### config.mk
export PLATFORM = sky130hd
export DESIGN_NAME = commit_unit_flat
export DESIGN_NICKNAME = d
export VERILOG_FILES = /design/src/rtl/commit_unit_if.sv /design/src/rtl/commit_unit.sv /design/src/flat_wrapper.sv
export SDC_FILE = /design/constraint.sdc
export NUM_CORES = 1
export LEC_CHECK = 0
export BUFFER_PORTS_ARGS = -buffer_cell sky130_fd_sc_hd__buf_2
export CORE_MARGIN = 1.5
export CORE_UTILIZATION = 28
export CTS_BUF_LIST = sky130_fd_sc_hd__clkbuf_8
export CTS_CLUSTER_DIAMETER = 60
export CTS_CLUSTER_SIZE = 40
export DETAILED_ROUTE_END_ITERATION = 10
export PLACE_DENSITY = 0.59
export SLEW_MARGIN = 30
export SYNTH_ARGS = -nofsm -noshare
export SYNTH_HDL_FRONTEND = slang
export SYNTH_SLANG_ARGS = --single-unit
### constraint.sdc
create_clock -name clk -period 1.9 [get_ports clk]
set_clock_uncertainty 0.1 [all_clocks]
set_input_delay 0.38 -clock clk [delete_from_list [all_inputs] [get_ports clk]]
set_output_delay 0.38 -clock clk [all_outputs]
set_load 0.01 [all_outputs]
### src/rtl/commit_unit_if.sv
// Commit-bus interface: one ROB entry per cycle, presented by the ROB head
// logic (master) to the commit unit (slave).
interface commit_unit_if #(
    parameter int WIDTH   = 31,
    parameter int CONTROL = 5,
    parameter int INDEX   = 7,
    parameter int ROB     = 2
);
    logic               validCommit;
    logic [WIDTH:0]     result;
    logic [WIDTH:0]     destCommit;
    logic [WIDTH:0]     targetAddress;
    logic [WIDTH:0]     oldPC;
    logic [WIDTH:0]     statusSnap;
    logic [3:0]         commitInfo;     // {regWrite, memWrite, jump, branch}
    logic [CONTROL:0]   controlFlow;    // {isControl, nextState[1:0], writeBTB, takenBranch, reset}
    logic [INDEX:0]     previousIndex;
    logic [ROB:0]       commitRob;

    modport master (
        output validCommit, result, destCommit, targetAddress, oldPC, statusSnap,
               commitInfo, controlFlow, previousIndex, commitRob
    );

    modport slave (
        input  validCommit, result, destCommit, targetAddress, oldPC, statusSnap,
               commitInfo, controlFlow, previousIndex, commitRob
    );
endinterface

### src/rtl/commit_unit.sv
// Commit unit: retires one ROB entry per cycle into the register file, store
// buffer, BTB and PHT; on a misprediction it issues a one-cycle recovery
// (redirect/cpuReset/status restore) followed by RECOVER freeze cycles.
// All outputs are registered. Optional macro COMMIT_PERF_EN adds the
// retireCount/flushCount performance counters.
module commit_unit #(
    parameter int WIDTH   = 31,
    parameter int CONTROL = 5,
    parameter int INDEX   = 7,
    parameter int ROB     = 2,
    parameter int RECOVER = 2
) (
    input  logic             clk,
    input  logic             globalResetN,
    commit_unit_if.slave     bus,
    output logic             rfWrite,
    output logic [4:0]       rfAddr,
    output logic [WIDTH:0]   rfData,
    output logic             storeCommit,
    output logic [ROB:0]     storeRob,
    output logic             btbWrite,
    output logic [WIDTH:0]   btbPC,
    output logic [WIDTH:0]   btbTarget,
    output logic             phtWrite,
    output logic [INDEX:0]   phtIndex,
    output logic [1:0]       phtState,
    output logic             phtTaken,
    output logic             redirect,
    output logic [WIDTH:0]   redirectPC,
    output logic             cpuReset,
    output logic             priorCommit,
    output logic [ROB:0]     reset_ptr,
    output logic             statusRestore,
    output logic [WIDTH:0]   statusOut,
    output logic             freeze
`ifdef COMMIT_PERF_EN
    ,
    output logic [31:0]      retireCount,
    output logic [15:0]      flushCount
`endif
);

    typedef enum logic [1:0] {
        RUN,
        FLUSH,
        HOLD
    } state_t;

    localparam logic [3:0] HOLD_LOAD = 4'(RECOVER);

    state_t         state;
    state_t         state_next;
    logic [3:0]     hold_cnt;
    logic [3:0]     hold_cnt_next;

    logic           accept;
    logic           take_flush;
    logic           rf_we;
    logic           st_we;
    logic           btb_we;
    logic           pht_we;
    logic           flushing;
    logic           frozen;

    logic [WIDTH:0] lat_target;
    logic [ROB:0]   lat_rob;
    logic [WIDTH:0] lat_status;

    // Fields of the commit bus that this block does not consume.
    logic           unused_bits;
    assign unused_bits = ^{bus.destCommit[WIDTH:5], bus.commitInfo[1]};

    // Next-state logic and next values for every registered output.
    always_comb begin
        state_next    = state;
        hold_cnt_next = hold_cnt;
        accept        = 1'b0;
        take_flush    = 1'b0;
        unique case (state)
            RUN: begin
                accept     = bus.validCommit;
                take_flush = bus.validCommit & bus.controlFlow[0];
                if (take_flush) begin
                    state_next = FLUSH;
                end
            end
            FLUSH: begin
                state_next    = HOLD;
                hold_cnt_next = HOLD_LOAD;
            end
            HOLD: begin
                if (hold_cnt != 4'd0) begin
                    hold_cnt_next = hold_cnt - 4'd1;
                end
                if (hold_cnt <= 4'd1) begin
                    state_next = RUN;
                end
            end
            default: begin
                state_next = RUN;
            end
        endcase
        rf_we    = accept & bus.commitInfo[3] & (bus.destCommit[4:0] != 5'd0);
        st_we    = accept & bus.commitInfo[2];
        btb_we   = accept & bus.controlFlow[5] & bus.controlFlow[2];
        pht_we   = accept & bus.commitInfo[0];
        flushing = (state == FLUSH);
        frozen   = (state != RUN);
    end

    // FSM state and hold counter.
    always_ff @(posedge clk or negedge globalResetN) begin
        if (!globalResetN) begin
            state    <= RUN;
            hold_cnt <= '0;
        end else begin
            state    <= state_next;
            hold_cnt <= hold_cnt_next;
        end
    end

    // Recovery context captured from the mispredicting entry.
    always_ff @(posedge clk or negedge globalResetN) begin
        if (!globalResetN) begin
            lat_target <= '0;
            lat_rob    <= '0;
            lat_status <= '0;
        end else if (take_flush) begin
            lat_target <= bus.targetAddress;
            lat_rob    <= bus.commitRob;
            lat_status <= bus.statusSnap;
        end
    end

    // Registered outputs: pulses every cycle, data only when its pulse fires.
    always_ff @(posedge clk or negedge globalResetN) begin
        if (!globalResetN) begin
            rfWrite       <= 1'b0;
            rfAddr        <= '0;
            rfData        <= '0;
            storeCommit   <= 1'b0;
            storeRob      <= '0;
            btbWrite      <= 1'b0;
            btbPC         <= '0;
            btbTarget     <= '0;
            phtWrite      <= 1'b0;
            phtIndex      <= '0;
            phtState      <= '0;
            phtTaken      <= 1'b0;
            redirect      <= 1'b0;
            redirectPC    <= '0;
            cpuReset      <= 1'b0;
            priorCommit   <= 1'b0;
            reset_ptr     <= '0;
            statusRestore <= 1'b0;
            statusOut     <= '0;
            freeze        <= 1'b0;
        end else begin
            rfWrite       <= rf_we;
            storeCommit   <= st_we;
            btbWrite      <= btb_we;
            phtWrite      <= pht_we;
            redirect      <= flushing;
            cpuReset      <= flushing;
            priorCommit   <= flushing;
            statusRestore <= flushing;
            freeze        <= frozen;
            if (rf_we) begin
                rfAddr <= bus.destCommit[4:0];
                rfData <= bus.result;
            end
            if (st_we) begin
                storeRob <= bus.commitRob;
            end
            if (btb_we) begin
                btbPC     <= bus.oldPC;
                btbTarget <= bus.targetAddress;
            end
            if (pht_we) begin
                phtIndex <= bus.previousIndex;
                phtState <= bus.controlFlow[4:3];
                phtTaken <= bus.controlFlow[1];
            end
            if (flushing) begin
                redirectPC <= lat_target;
                reset_ptr  <= lat_rob;
                statusOut  <= lat_status;
            end
        end
    end

`ifdef COMMIT_PERF_EN
    // Free-running retire and flush counters; both wrap.
    always_ff @(posedge clk or negedge globalResetN) begin
        if (!globalResetN) begin
            retireCount <= '0;
            flushCount  <= '0;
        end else begin
            if (accept) begin
                retireCount <= retireCount + 32'd1;
            end
            if (take_flush) begin
                flushCount <= flushCount + 16'd1;
            end
        end
    end
`endif

endmodule

### src/flat_wrapper.sv
// flat-port wrapper written by rule: the top's interface ports become plain ports
module commit_unit_flat 
#(
    parameter int WIDTH   = 31,
    parameter int CONTROL = 5,
    parameter int INDEX   = 7,
    parameter int ROB     = 2,
    parameter int RECOVER = 2
)
  (clk, globalResetN, rfWrite, rfAddr, rfData, storeCommit, storeRob, btbWrite, btbPC, btbTarget, phtWrite, phtIndex, phtState, phtTaken, redirect, redirectPC, cpuReset, priorCommit, reset_ptr, statusRestore, statusOut, freeze, bus_validCommit, bus_result, bus_destCommit, bus_targetAddress, bus_oldPC, bus_statusSnap, bus_commitInfo, bus_controlFlow, bus_previousIndex, bus_commitRob);
  commit_unit_if #(.WIDTH(WIDTH), .CONTROL(CONTROL), .INDEX(INDEX), .ROB(ROB)) bus_i ();
  input  logic clk;
  input  logic globalResetN;
  output logic rfWrite;
  output logic [4:0] rfAddr;
  output logic [WIDTH:0] rfData;
  output logic storeCommit;
  output logic [ROB:0] storeRob;
  output logic btbWrite;
  output logic [WIDTH:0] btbPC;
  output logic [WIDTH:0] btbTarget;
  output logic phtWrite;
  output logic [INDEX:0] phtIndex;
  output logic [1:0] phtState;
  output logic phtTaken;
  output logic redirect;
  output logic [WIDTH:0] redirectPC;
  output logic cpuReset;
  output logic priorCommit;
  output logic [ROB:0] reset_ptr;
  output logic statusRestore;
  output logic [WIDTH:0] statusOut;
  output logic freeze;
  input wire logic [$bits(bus_i.validCommit)-1:0] bus_validCommit;
  input wire logic [$bits(bus_i.result)-1:0] bus_result;
  input wire logic [$bits(bus_i.destCommit)-1:0] bus_destCommit;
  input wire logic [$bits(bus_i.targetAddress)-1:0] bus_targetAddress;
  input wire logic [$bits(bus_i.oldPC)-1:0] bus_oldPC;
  input wire logic [$bits(bus_i.statusSnap)-1:0] bus_statusSnap;
  input wire logic [$bits(bus_i.commitInfo)-1:0] bus_commitInfo;
  input wire logic [$bits(bus_i.controlFlow)-1:0] bus_controlFlow;
  input wire logic [$bits(bus_i.previousIndex)-1:0] bus_previousIndex;
  input wire logic [$bits(bus_i.commitRob)-1:0] bus_commitRob;
  assign bus_i.validCommit = bus_validCommit;
  assign bus_i.result = bus_result;
  assign bus_i.destCommit = bus_destCommit;
  assign bus_i.targetAddress = bus_targetAddress;
  assign bus_i.oldPC = bus_oldPC;
  assign bus_i.statusSnap = bus_statusSnap;
  assign bus_i.commitInfo = bus_commitInfo;
  assign bus_i.controlFlow = bus_controlFlow;
  assign bus_i.previousIndex = bus_previousIndex;
  assign bus_i.commitRob = bus_commitRob;
  commit_unit #(.WIDTH(WIDTH), .CONTROL(CONTROL), .INDEX(INDEX), .ROB(ROB), .RECOVER(RECOVER)) u_core (.clk(clk), .globalResetN(globalResetN), .bus(bus_i), .rfWrite(rfWrite), .rfAddr(rfAddr), .rfData(rfData), .storeCommit(storeCommit), .storeRob(storeRob), .btbWrite(btbWrite), .btbPC(btbPC), .btbTarget(btbTarget), .phtWrite(phtWrite), .phtIndex(phtIndex), .phtState(phtState), .phtTaken(phtTaken), .redirect(redirect), .redirectPC(redirectPC), .cpuReset(cpuReset), .priorCommit(priorCommit), .reset_ptr(reset_ptr), .statusRestore(statusRestore), .statusOut(statusOut), .freeze(freeze));
endmodule
* Word-level counts from Yosys, hierarchy flattened
Index checks and enable logic that the tools add are counted.
** Cells by class
- Mux-type cells :: 7
- Reductions and logical operators :: 7
- Eq/ne operators :: 5
- Bitwise gates (word level) :: 7
- Magnitude comparators :: 1
- $add $sub $neg :: 1
** Operators with widths (number)
- case mux 4 bit (2 select lines) :: 1
- AND 1 bit :: 7
- != test 2 x 1 -> 1 bit, second input constant :: 3
- case mux 2 bit (3 select lines) :: 1
- nonzero test 5 bit :: 1
- less-or-equal comparator 4 x 1 -> 1 bit, second input constant :: 1
- two-way mux 2 bit :: 2
- two-way mux 4 bit :: 1
- AND reduction 2 bit :: 2
- nonzero test 2 bit :: 2
- nonzero test 4 bit :: 1
- subtractor 4 x 1 -> 4 bit, second input constant :: 1
- == test 2 x 1 -> 1 bit, second input constant :: 1
- == test 2 bit, second input constant :: 1
- logical NOT 2 bit :: 1
- two-way mux 1 bit :: 2
** Storage, ports and cells
- Register bits :: 261
- Word-level logic and storage cells :: 50
- Output and inout port bits :: 191

* Depth between registers and ports, before layout
Gate-level depths: netlist of run 1.
- Depth in word-level cells :: 4
- Mapped depth :: 7
- Depth with buffers taken out :: 5

* Worst setup path after synthesis of run 1
OpenSTA, ideal clock, no wires.
- Path kind :: input-to-reg
- Start point :: input port bus_destCommit[0]
- End point :: register u_core.rfData[23]
- Required time :: 1.673 ns
- Arrival time :: 1.689 ns
- Path slack :: -0.016 ns
- Stages :: 5
- Path through :: or4_1 > o211ai_2 > buf_6 > buf_8 > mux2_1
** Between the ends
- Word-level cells in the longest chain between the ends :: 2
** RTL lines
- start: declaration :: line flat_wrapper.sv:36 : input wire logic [$bits(bus_i.destCommit)-1:0] bus_destCommit;
- nonzero test 5 bit :: line commit_unit.sv:103 : rf_we = accept & bus.commitInfo[3] & (bus.destCommit[4:0] != 5'd0);
- AND 1 bit :: line commit_unit.sv:103
- end signal: assignment :: line commit_unit.sv:170 : rfData <= bus.result;
- end: declaration :: line commit_unit.sv:18 : output logic [WIDTH:0] rfData,
No other way between the ends.
A chain may end at the register's enable or synchronous reset.

* Worst setup path after layout of run 1
- Start point :: register u_core.state[0]
- End point :: register u_core.btbPC[25]
** Between the ends
- Word-level cells in the longest chain between the ends :: 4
** RTL lines
- start: declaration :: line commit_unit.sv:51 : state_t state;
- start signal: assignment :: line commit_unit.sv:117 : state <= state_next;
- logical NOT 2 bit :: line commit_unit.sv:79 : unique case (state)
- two-way mux 1 bit :: line commit_unit.sv:79
- AND 1 bit (2 in a row) :: line commit_unit.sv:105 : btb_we = accept & bus.controlFlow[5] & bus.controlFlow[2];
- end signal: assignment :: line commit_unit.sv:176 : btbPC <= bus.oldPC;
- end: declaration :: line commit_unit.sv:22 : output logic [WIDTH:0] btbPC,
No other way between the ends.

==> results of run 1 <==
-- cells in the mapped netlist, types with 2 or more instances --
cell      count
dfrtp_1     261
nand2_1     201
mux2_2      163
clkbuf_1     13
buf_2        10
buf_4        10
mux2_4       10
mux2_1        8
inv_1         4
and2_1        3
buf_6         3
o21ai_0       3
ha_1          2
nand2b_1      2
nor3b_1       2
o211ai_1      2
o31ai_1       2
or2_2         2
or4_1         2
-- metal layers --
layer | part of all wire (%) | track usage [%]
met2 | 49 | 25.1
met3 | 8.4 | 4.03
met1 | 41 | 17.0
met4 | 1.7 | 3.48
met5 | 0 | 0
-- area by class of cell --
type	count	area, µm²	area share (%)
Timing Repair Buffer	541	3970	26.9
Sequential cell	261	6530	44.3
Tap cell	455	569	3.86
Multi-Input combinational cell	409	3090	20.9
Inverter	5	18.8	0.127
Clock inverter	16	203	1.37
Clock buffer	28	385	2.61
-- flip-flops by register name (all words and copies together) (netlist names), 4 cells and up --
signal             count
u_core.btbPC          32
u_core.btbTarget      32
u_core.lat_status     32
u_core.lat_target     32
u_core.redirectPC     32
u_core.rfData         32
u_core.statusOut      32
u_core.phtIndex        8
u_core.rfAddr          5
u_core.hold_cnt        4
-- cell families (layout without fill, tap and decap cells) --
kind of cell	count (synthesis)	in the layout	share of synthesized area [%]
AOI/OAI and AO/OA	12	12	0.916
muxes	181	181	21.1
DFF	261	261	66.4
buffers and inverters	44	590	2.70
and+or+nand+nor	214	214	8.61
adders and majority gates	2	2	0.254
-- cell usage in the layout, fill, tap and decap left out, types with 2 or more instances in the layout --
cell	n
and2_4	2
o211ai_1	2
o31ai_1	2
mux2_4	15
clkbuf_16	5
or2_2	2
inv_1	5
ha_1	2
mux2_2	158
dlygate4sd3_1	150
clkbuf_8	28
bufinv_16	2
buf_6	3
buf_12	19
inv_8	2
mux2_1	8
clkinv_8	2
nand2_1	201
o21ai_0	3
buf_4	17
inv_6	5
nor3b_1	2
dfrtp_1	261
buf_2	344
clkinvlp_4	2
-- worst max-delay path, cell delays in order, from the launching register on --
cell and delay (ns):
dfrtp_1 0.40, nor3b_2 0.25, buf_12 0.16, and3_4 0.21
buf_12 0.15, buf_12 0.16, mux2_2 0.35
-- final timing paths --
kind                                  startpoint               endpoint  slack [ns]  depth (start not counted)
setup / recovery                 u_core.state[0]       u_core.btbPC[25]       -0.02                          6
hold / removal                 bus_commitInfo[0]        u_core.phtWrite         0.1                          3
setup reg to reg                 u_core.state[0]       u_core.btbPC[25]       -0.02                          6
hold reg to reg            u_core.lat_target[21]  u_core.redirectPC[21]        0.37                          2
max in group asynchronous           globalResetN     u_core.hold_cnt[1]        0.83                          3
min in group asynchronous           globalResetN   u_core.lat_target[8]        0.22                          2
-- power breakdown --
group	internal, µW	switching (µW)
Combinational	3790	3430
Clock	1760	2200
Sequential	8090	1340
-- timing repair --
action | CTS | global route
hold endpoints to repair | 338 | 0
endpoints found under the setup margin | 52 | 141
hold buffers | 150 | 0
gates resized for setup | 6 | 5
gates cloned | 2 | 7
pin swaps | 2 | 1
setup buffers | 2 | 3
-- through the flow --
| stage | total power [µW] | TNS, ns | area [µm²] | hold WS, ns | utilization (%) |
|---|---|---|---|---|---|
| floorplan | 13100 | -0.0000808 | 9840 | -0.0156 | - |
| global placement | 16100 | -8.36 | 12400 | 0.251 | 35.8 |
| detailed placement | 16300 | -8.79 | 12400 | 0.255 | 35.8 |
| CTS | 20700 | -1.07 | 14600 | 0.101 | 42.2 |
| global route | 22000 | -9.79 | 14800 | 0.0548 | 42.7 |
| finish | 20600 | -0.0606 | 14800 | 0.0994 | 42.7 |
==> summary.md, run 1 <==
| Metric | Value |
|---|---|
| Starting density of the core | 28.5% |
| Grt total ovfl | 0 |
| Cell Count, Final, Fillers Out | 1715 |
| Status | finished, violations left |
| Max-slew violations | 0 |
| Drt first pass iters | 4 |
| Fin crit period | 1.92 ns |
| Power per cell area | 1400 mW/mm² |
| Clock Latency Late Sink | 0.57 ns |
| Endpoints failing setup | 11 |
| Boundary Pins | about 380 |
| Diode count | 0 |
| All-Layer GR Usage | about 14% |
| Fillers | between 3000 and 4000 |
| Fmax achieved | approximately 520 MHz |
| Worst hold path type | in2reg |
| Synthesized flop and latch total | 261 |
| Clock transition at path regs | ~0.10 ns |
| TritonCTS clock tree | built |
| Dominant synthesized flop cell | dfrtp_1 |
| Fin. Hold Viols | 0 |
| Root Driver | clkbuf_8 |
| # clock sinks | roughly 260 |
| Failing checks | setup timing |
| Leakage | 0.00728 µW |
| DR WL/cell | 16.1 µm |
| Setup crit end kind | flip-flop |
| Area contributors post-synth | dfrtp_1, mux2_2, nand2_1, mux2_4, mux2_1 |
| Critical path arrival | around 2.3 ns |
| DR DRC count | 0 |
| CP Max Fanout | 16 |
| Std-Cell Rows | 68 |
| Die area | 0.0363 mm² |
| RSZ-0062 raised after global routing | true |
| Yosys top cell area share | 66.4% |
| Critical path required time | about 2.3 ns |
| Syn_nets | 900 |
| Die Wd | 190 µm |
| Initial antenna violation count | 0 |
| First-pass GRT wire length | 41.2 mm |
| Worst rel slew slack | 68.3% |
| Crit path kind | reg2reg |
| Max Cap Violations | 0 |
| Starting DRT DRC Count | 135 |
| Post-route ant nets | 0 |
| Final WL | between 20 and 30 mm |
| Part of the Yosys area used for sequential elements | 66.4% |
| Cells after Synth | 714 |
| Warnings from Yosys | 0 |
| Area Growth Syn to Fin | 50.1% |
| Async set or reset register ratio after synthesis | 100% |
| Vias | 7400 |
| Startpoint types | flip-flop |
| Via/cell ratio | 4.31 |
| CTS buffer count | 25 |
| Worst vdd ir | 0.703 mV |
| Area leader, netlist | dfrtp_1 |
| Post-synth EDFFs | 0 |
| Placed cell count | 1508 |
| Avg Inst Size Synth | approximately 14 µm² |
| Max Buffers Root-to-Sink | 3 |
| Core area | 0.0345 mm² |
| Worst-margin pin slew | 0.476 ns |
| Port Buffers | around 350 |
| Layout cells sized above 1 | 49.0% |
| Placed wire-length estimate | 17.6 mm |
| Final net count | 1429 |
| Pre-CTS WS | -0.182 ns |
| Final worst slack | -0.0200 ns |
| Largest net degree at the start of global routing | 50 |
| Final worst-path cycle share | 101% |
| H-tree Lvls | 1 |
| GP Congestion | approximately 0.75 |
| Netlist cell types | 30 |
| Synthesized area | 0.00983 mm² |
| Chip height | roughly 190 µm |
| Vias in the first global route | between 7000 and 8000 |
(Power assumes the default switching activity.)
==> run 2: changes to the inputs <==
--- a/config.mk
+++ b/config.mk
@@ -5,6 +5,7 @@
 export SDC_FILE = /design/constraint.sdc
 export NUM_CORES = 1
 export LEC_CHECK = 0
+export ABC_AREA = 1
 export BUFFER_PORTS_ARGS = -buffer_cell sky130_fd_sc_hd__buf_2
 export CORE_MARGIN = 1.5
 export CORE_UTILIZATION = 28
==> summary.md, run 2 <==
| Metric | Value |
|---|---|
| Max Cap Violations | 0 |
| Most frequent cells in the layout | nand2_1, buf_2, dfrtp_1, o21ai_0, dlygate4sd3_1 |
| Port Buffers | 346 |
| Area leader, netlist | dfrtp_1 |
| WHS | 0.117 ns |
| Worst-margin pin slew | 0.471 ns |
| DR top layer | met4 |
| Vias in the first global route | slightly below 9000 |
| Root Driver | clkbuf_8 |
| Syn_nets | 1271 |
| Clock Latency Late Sink | 0.57 ns |
| Starting DRT DRC Count | 299 |
| Max-slew violations | 0 |
| Worst vdd ir | 0.928 mV |
| Part of the Yosys area used for sequential elements | 64.7% |
| GP Congestion | slightly below 0.8 |
| Largest net degree at the start of global routing | 87 |
| Worst Setup SP | u_core.state[0] |
| Final worst-path cycle share | a little over 90% |
| Fmax achieved | roughly 580 MHz |
| DR DRC count | 0 |
| Met1 Routed Length | 12.8 mm |
| Met2 wire len | around 14 mm |
| Dominant synthesized flop cell | dfrtp_1 |
| Fraction of synthesized area in multiplexers | 0% |
| CTS buffer count | 25 |
| Hold wc startpoint | bus_commitInfo[0] |
| Clock transition at path regs | 0.10 ns |
| Leakage | 0.00775 µW |
| R2r startpoint | u_core.state[0] |
| Vias | 8962 |
| Critical path arrival | about 2.2 ns |
| Area contributors post-synth | dfrtp_1, nand2_1, o21ai_0, nand3_1, inv_1 |
| Final net count | 1761 |
| Layout cells sized above 1 | 27.2% |
| Area Growth Syn to Fin | 43.7% |
| RSZ-0062 raised after global routing | false |
| Status | finished clean |
| Final worst slack | 0.162 ns |
| TritonCTS clock tree | built |
| Netlist cell types | 22 |
| Async set or reset register ratio after synthesis | 100% |
| DR WL/cell | 14.5 µm |
| Post-route ant nets | 0 |
| Grt total ovfl | 0 |
| CP Max Fanout | 58 |
| Startpoint types | flip-flop |
| Post-synthesis adder-cell area fraction | 0.248% |
| Cells after Synth | 1085 |
| Fillers | 3474 |
| Synthesized area | approximately 0.010 mm² |
| Leading cell type in the layout, fill and taps excluded | nand2_1 |
| Setup crit end kind | flip-flop |
| Fin crit period | 1.74 ns |
| Placed wire-length estimate | 19.0 mm |
| Worst hold path type | in2reg |
| Final WL | 29.8 mm |
| Endpoints failing setup | 0 |
| TNS Setup | 0 ns |
| Initial antenna violation count | 1 |
| Die area | 0.0372 mm² |
| Pre-CTS WS | 0.108 ns |
| Boundary Pins | between 300 and 400 |
| Worst rel slew slack | between 60% and 70% |
| Starting density of the core | 28.4% |
| Post-synth EDFFs | 0 |
| WL met3 | 2.59 mm |
| Max Buffers Root-to-Sink | 3 |
| Top-count cell post-synth | nand2_1 |
| Overall Power | 20200 µW |
| Post-synthesis xor/xnor area fraction | 0.0868% |
| Core area | 0.0356 mm² |
| Warnings from Yosys | 0 |
| Die Wd | 193 µm |
| Crit path kind | reg2reg |
| Critical path required time | roughly 2.3 ns |
| H-tree Lvls | 1 |
| Via/cell ratio | 4.36 |
| Simple-gate portion of the synthesized area | between 20% and 30% |
| First-pass GRT wire length | between 40 and 50 mm |
| # clock sinks | 261 |
| Std-Cell Rows | 69 |
| Largest family of logic cells by synthesized area | simple AND/OR/NAND/NOR gates |
| Synthesized flop and latch total | 261 |
| Fin. Hold Viols | 0 |
| Drt first pass iters | 5 |
| Chip height | roughly 190 µm |
| Yosys top cell area share | between 60% and 70% |
| Synth top cells by count | nand2_1, dfrtp_1, o21ai_0 |
| Power per cell area | 1390 mW/mm² |
| All-Layer GR Usage | 15.5% |
| Avg Inst Size Synth | 9.31 µm² |
| Compound-Gate Fraction of Synth Area | 8.08% |
## run 2: cell count changes after synthesis, moves of 5 or more
cell	change
nand2_1	+284
buf_4	-5
buf_6	+11
nor2_1	+6
clkbuf_1	+14
mux2_1	-8
mux2_4	-10
mux2_2	-163
o21ai_1	+6
nand3_1	+41
o21ai_0	+153
inv_1	+48
buf_2	+9
## run 2: report_power, final
group / internal, µW / leakage [µW] / switching, µW
clock: 1840 / 0.000308 / 2250
combinational: 2750 / 0.00416 / 4110
sequential: 8050 / 0.00328 / 1200
total: 12600 / 0.00775 / 7560
## run 2: metal layers
metal	GRT usage (%)	vias to the layer above
met5	0	-
li1	-	4378
met2	25.7	294
met1	19.5	4248
met3	4.86	42
met4	3.97	0
## run 2: path summary, 6_finish.rpt
kind / to / slack (ns) / depth (start not counted)
setup / recovery: u_core.phtState[1] / 0.16 / 7
hold / removal: u_core.phtWrite / 0.12 / 4
setup reg to reg: u_core.phtState[1] / 0.16 / 7
hold reg to reg: u_core.redirectPC[21] / 0.35 / 2
max in group asynchronous: u_core.btbTarget[0] / 0.81 / 3
min in group asynchronous: u_core.btbTarget[19] / 0.22 / 2
## run 2: cells by family (layout without fill, tap and decap cells)
| kind of cell | Yosys count | count (layout) |
|---|---|---|
| AND/OR/NAND/NOR | 539 | 539 |
| AO/OA/AOI/OAI | 163 | 163 |
| flip-flops | 261 | 261 |
| adder cells (fa/ha/maj) | 2 | 2 |
| buffers and inverters | 119 | 627 |
| other | 0 | 1 |
| XOR/XNOR | 1 | 1 |
## run 2: per-stage QoR
step | cell area [µm²] | utilization (%) | instances
2_1_floorplan | 10100 | - | 1085
3_3_place_gp | 12400 | 34.8 | 1860
3_5_place_dp | 12400 | 34.8 | 1860
4_1_cts | 14500 | 40.8 | 2054
5_1_grt | 14500 | 40.8 | 2055
6_report | 14500 | 40.8 | 2055
## run 2: area by class of cell
cell class	instances	area, µm²	area share [%]
sequential	261	6530	45.0
timing repair buffer	528	3580	24.7
multi-input combinational	705	2990	20.6
tap	461	577	3.98
clock buffer	26	358	2.47
clock inverter	19	264	1.82
inverter	54	204	1.41
antenna	1	2.50	0.0172
## run 2: what timing repair did
action	CTS	global route
hold endpoints to repair	277	0
gates resized for setup	0	1
buffers inserted	0	0
endpoints found under the setup margin	0	13
hold buffers	149	0
## run 2: worst max-delay path, cell delays in order (launching register included)
cell	delay [ns]
dfrtp_1	0.45
nor2_4	0.21
nand2_8	0.20
buf_12	0.26
nor2_1	0.11
buf_4	0.19
nand2_1	0.08
nand2_1	0.07
==> run 3: changes to the inputs <==
--- a/config.mk
+++ b/config.mk
@@ -7,13 +7,13 @@
 export LEC_CHECK = 0
 export ABC_AREA = 1
 export BUFFER_PORTS_ARGS = -buffer_cell sky130_fd_sc_hd__buf_2
-export CORE_MARGIN = 1.5
-export CORE_UTILIZATION = 28
+export CORE_AREA = 2 2 147 149
 export CTS_BUF_LIST = sky130_fd_sc_hd__clkbuf_8
 export CTS_CLUSTER_DIAMETER = 60
 export CTS_CLUSTER_SIZE = 40
 export DETAILED_ROUTE_END_ITERATION = 10
-export PLACE_DENSITY = 0.59
+export DIE_AREA = 0 0 149 151
+export PLACE_DENSITY = 0.86
 export SLEW_MARGIN = 30
 export SYNTH_ARGS = -nofsm -noshare
 export SYNTH_HDL_FRONTEND = slang
==> constraint.sdc (replaced) <==
create_clock -name clk -period 2 [get_ports clk]
set_clock_uncertainty 0.1 [all_clocks]
set_input_delay 0.4 -clock clk [delete_from_list [all_inputs] [get_ports clk]]
set_output_delay 0.4 -clock clk [all_outputs]
set_load 0.01 [all_outputs]
==> summary.md, run 3 (synthesis results as in run 2) <==
| Metric | Value |
|---|---|
| Worst rel slew slack | 71.2% |
| Hold depth | 3 |
| Core area | 0.0208 mm² |
| Startpoint types | flip-flop |
| Worst vdd ir | 1.24 mV |
| Die area | 0.0225 mm² |
| Max Buffers Root-to-Sink | 3 |
| R2R Path End | u_core.phtIndex[7] |
| Clock Latency Late Sink | 0.55 ns |
| Critical path arrival | 2.21 ns |
| Fin crit period | 1.83 ns |
| Reg2reg setup slack | 0.17 ns |
| Hold endpoint | u_core.rfData[25] |
| CTS buffer count | 20 |
| Final WL | 32.0 mm |
| RSZ-0062 raised after global routing | false |
| Port Buffers | 346 |
| Setup crit end kind | flip-flop |
| Largest net degree at the start of global routing | 91 |
| Leakage | 0.00767 µW |
| Final net count | between 1500 and 2000 |
| Diode count | 0 |
| Chip height | 151 µm |
| Drt first pass iters | 5 |
| Hold wc startpoint | bus_result[25] |
| TNS Setup | 0 ns |
| R2r startpoint | u_core.state[0] |
| Max-slew violations | 0 |
| Starting DRT DRC Count | 559 |
| Die Wd | 149 µm |
| Layout cells sized above 1 | 26.6% |
| CP Max Fanout | 29 |
| Crit path kind | reg2reg |
| Grt total ovfl | 0 |
| Final worst-path cycle share | 91.4% |
| Critical path required time | 2.39 ns |
| Power per cell area | 1350 mW/mm² |
| Worst-margin pin slew | 0.431 ns |
| Vias | 9533 |
| Post-route ant nets | 0 |
| First-pass GRT wire length | 49.7 mm |
| Endpoints failing setup | 0 |
| Worst hold path type | in2reg |
| Placed wire-length estimate | 18.3 mm |
| Most frequent cells in the layout | nand2_1, buf_2, dfrtp_1, o21ai_0, dlygate4sd3_1 |
| Final core utilization | between 60% and 70% |
| GP Congestion | 0.810 |
| Vias in the first global route | between 9000 and 10000 |
| Root Driver | clkbuf_8 |
| All-Layer GR Usage | 27.8% |
| Clock transition at path regs | 0.12 ns |
| Setup bufs post-CTS | 0 |
| Starting density of the core | ~48% |
| # clock sinks | 261 |
| DR DRC count | 0 |
| Std-Cell Rows | 53 |
| H-tree Lvls | 1 |
| Status | finished clean |
| Overall Power | approximately 19000 µW |
| Leading cell type in the layout, fill and taps excluded | nand2_1 |
| Via/cell ratio | around 5.1 |
| Fin. Hold Viols | 0 |
| Area Growth Syn to Fin | 39.6% |
| WHS | roughly 0.085 ns |
| TritonCTS clock tree | built |
| Max Cap Violations | 0 |
| Fmax achieved | 547 MHz |
| Post-CTS Resized | 0 |
| Initial antenna violation count | 0 |
| Boundary Pins | between 300 and 400 |
| DR WL/cell | ~17 µm |
| FF-to-FF path depth | 7 |
## run 3: changes by cell type in the layout (fill, tap and decap cells not counted), moves of 3 or more
cell and delta:
buf_4 -6, clkbuf_8 -5, bufinv_16 -3, clkinv_4 -3, inv_6 -3, inv_8 +3
## run 3: area by class of cell
class,count,area (µm²)
clock buffer,21,289
tap,275,344
inverter,54,204
timing repair buffer,521,3540
fill,1425,6730
sequential,261,6530
multi-input combinational,705,2980
clock inverter,15,206
## run 3: layer usage
layer,part of all wire (%),track usage [%],wire (µm),vias up
met3,9.1,6.93,2920,114
met4,5.1,13.8,1640,0
met2,48,46.6,15400,547
met5,0,0,0,-
li1,-,-,-,4347
met1,38,33.8,12100,4525
## run 3: what timing repair did
action                                  CTS  global route
hold buffers                            146             1
endpoints found under the setup margin    0             0
hold endpoints to repair                238             1
## run 3: worst max-delay path by stage
| stage | start | endpoint | slack [ns] | cells past startpoint |
|---|---|---|---|---|
| 2_1_floorplan | u_core.state[1] | u_core.rfData[12] | 0.59 | 8 |
| 3_3_place_gp | bus_validCommit | u_core.phtIndex[7] | 0.25 | 7 |
| 3_5_place_dp | bus_validCommit | u_core.phtIndex[5] | 0.22 | 7 |
| 4_1_cts | u_core.state[1] | u_core.phtIndex[5] | 0.20 | 7 |
| 5_1_grt | u_core.state[1] | u_core.phtIndex[7] | 0.03 | 7 |
| 6_report | u_core.state[0] | u_core.phtIndex[7] | 0.17 | 7 |
## run 3: per-stage QoR
| stage | worst slack [ns] | instances | cell area [µm²] |
|---|---|---|---|
| finish | 0.173 | 1852 | 14100 |
| global route | 0.0339 | 1852 | 14100 |
| CTS | 0.195 | 1851 | 14100 |
| detailed placement | 0.218 | 1669 | 12100 |
| global placement | 0.245 | 1669 | 12100 |
| floorplan | 0.592 | 1085 | 10100 |
## run 3: worst max-delay path, cell delays in order, from the launching register on
cell and delay [ns]:
dfrtp_1 0.46, nor2_4 0.17, nand2_4 0.22, buf_4 0.31, nor2_1 0.14, buf_4 0.20, nand2_1 0.09, nand2_1 0.07
## run 3: report_power, final
group | leakage, µW | total [µW] | internal [µW] | switching, µW
sequential | 0.00328 | 8940 | 7650 | 1290
combinational | 0.00414 | 6730 | 2600 | 4130
clock | 0.000250 | 3310 | 1200 | 2110
total | 0.00767 | 19000 | 11500 | 7530
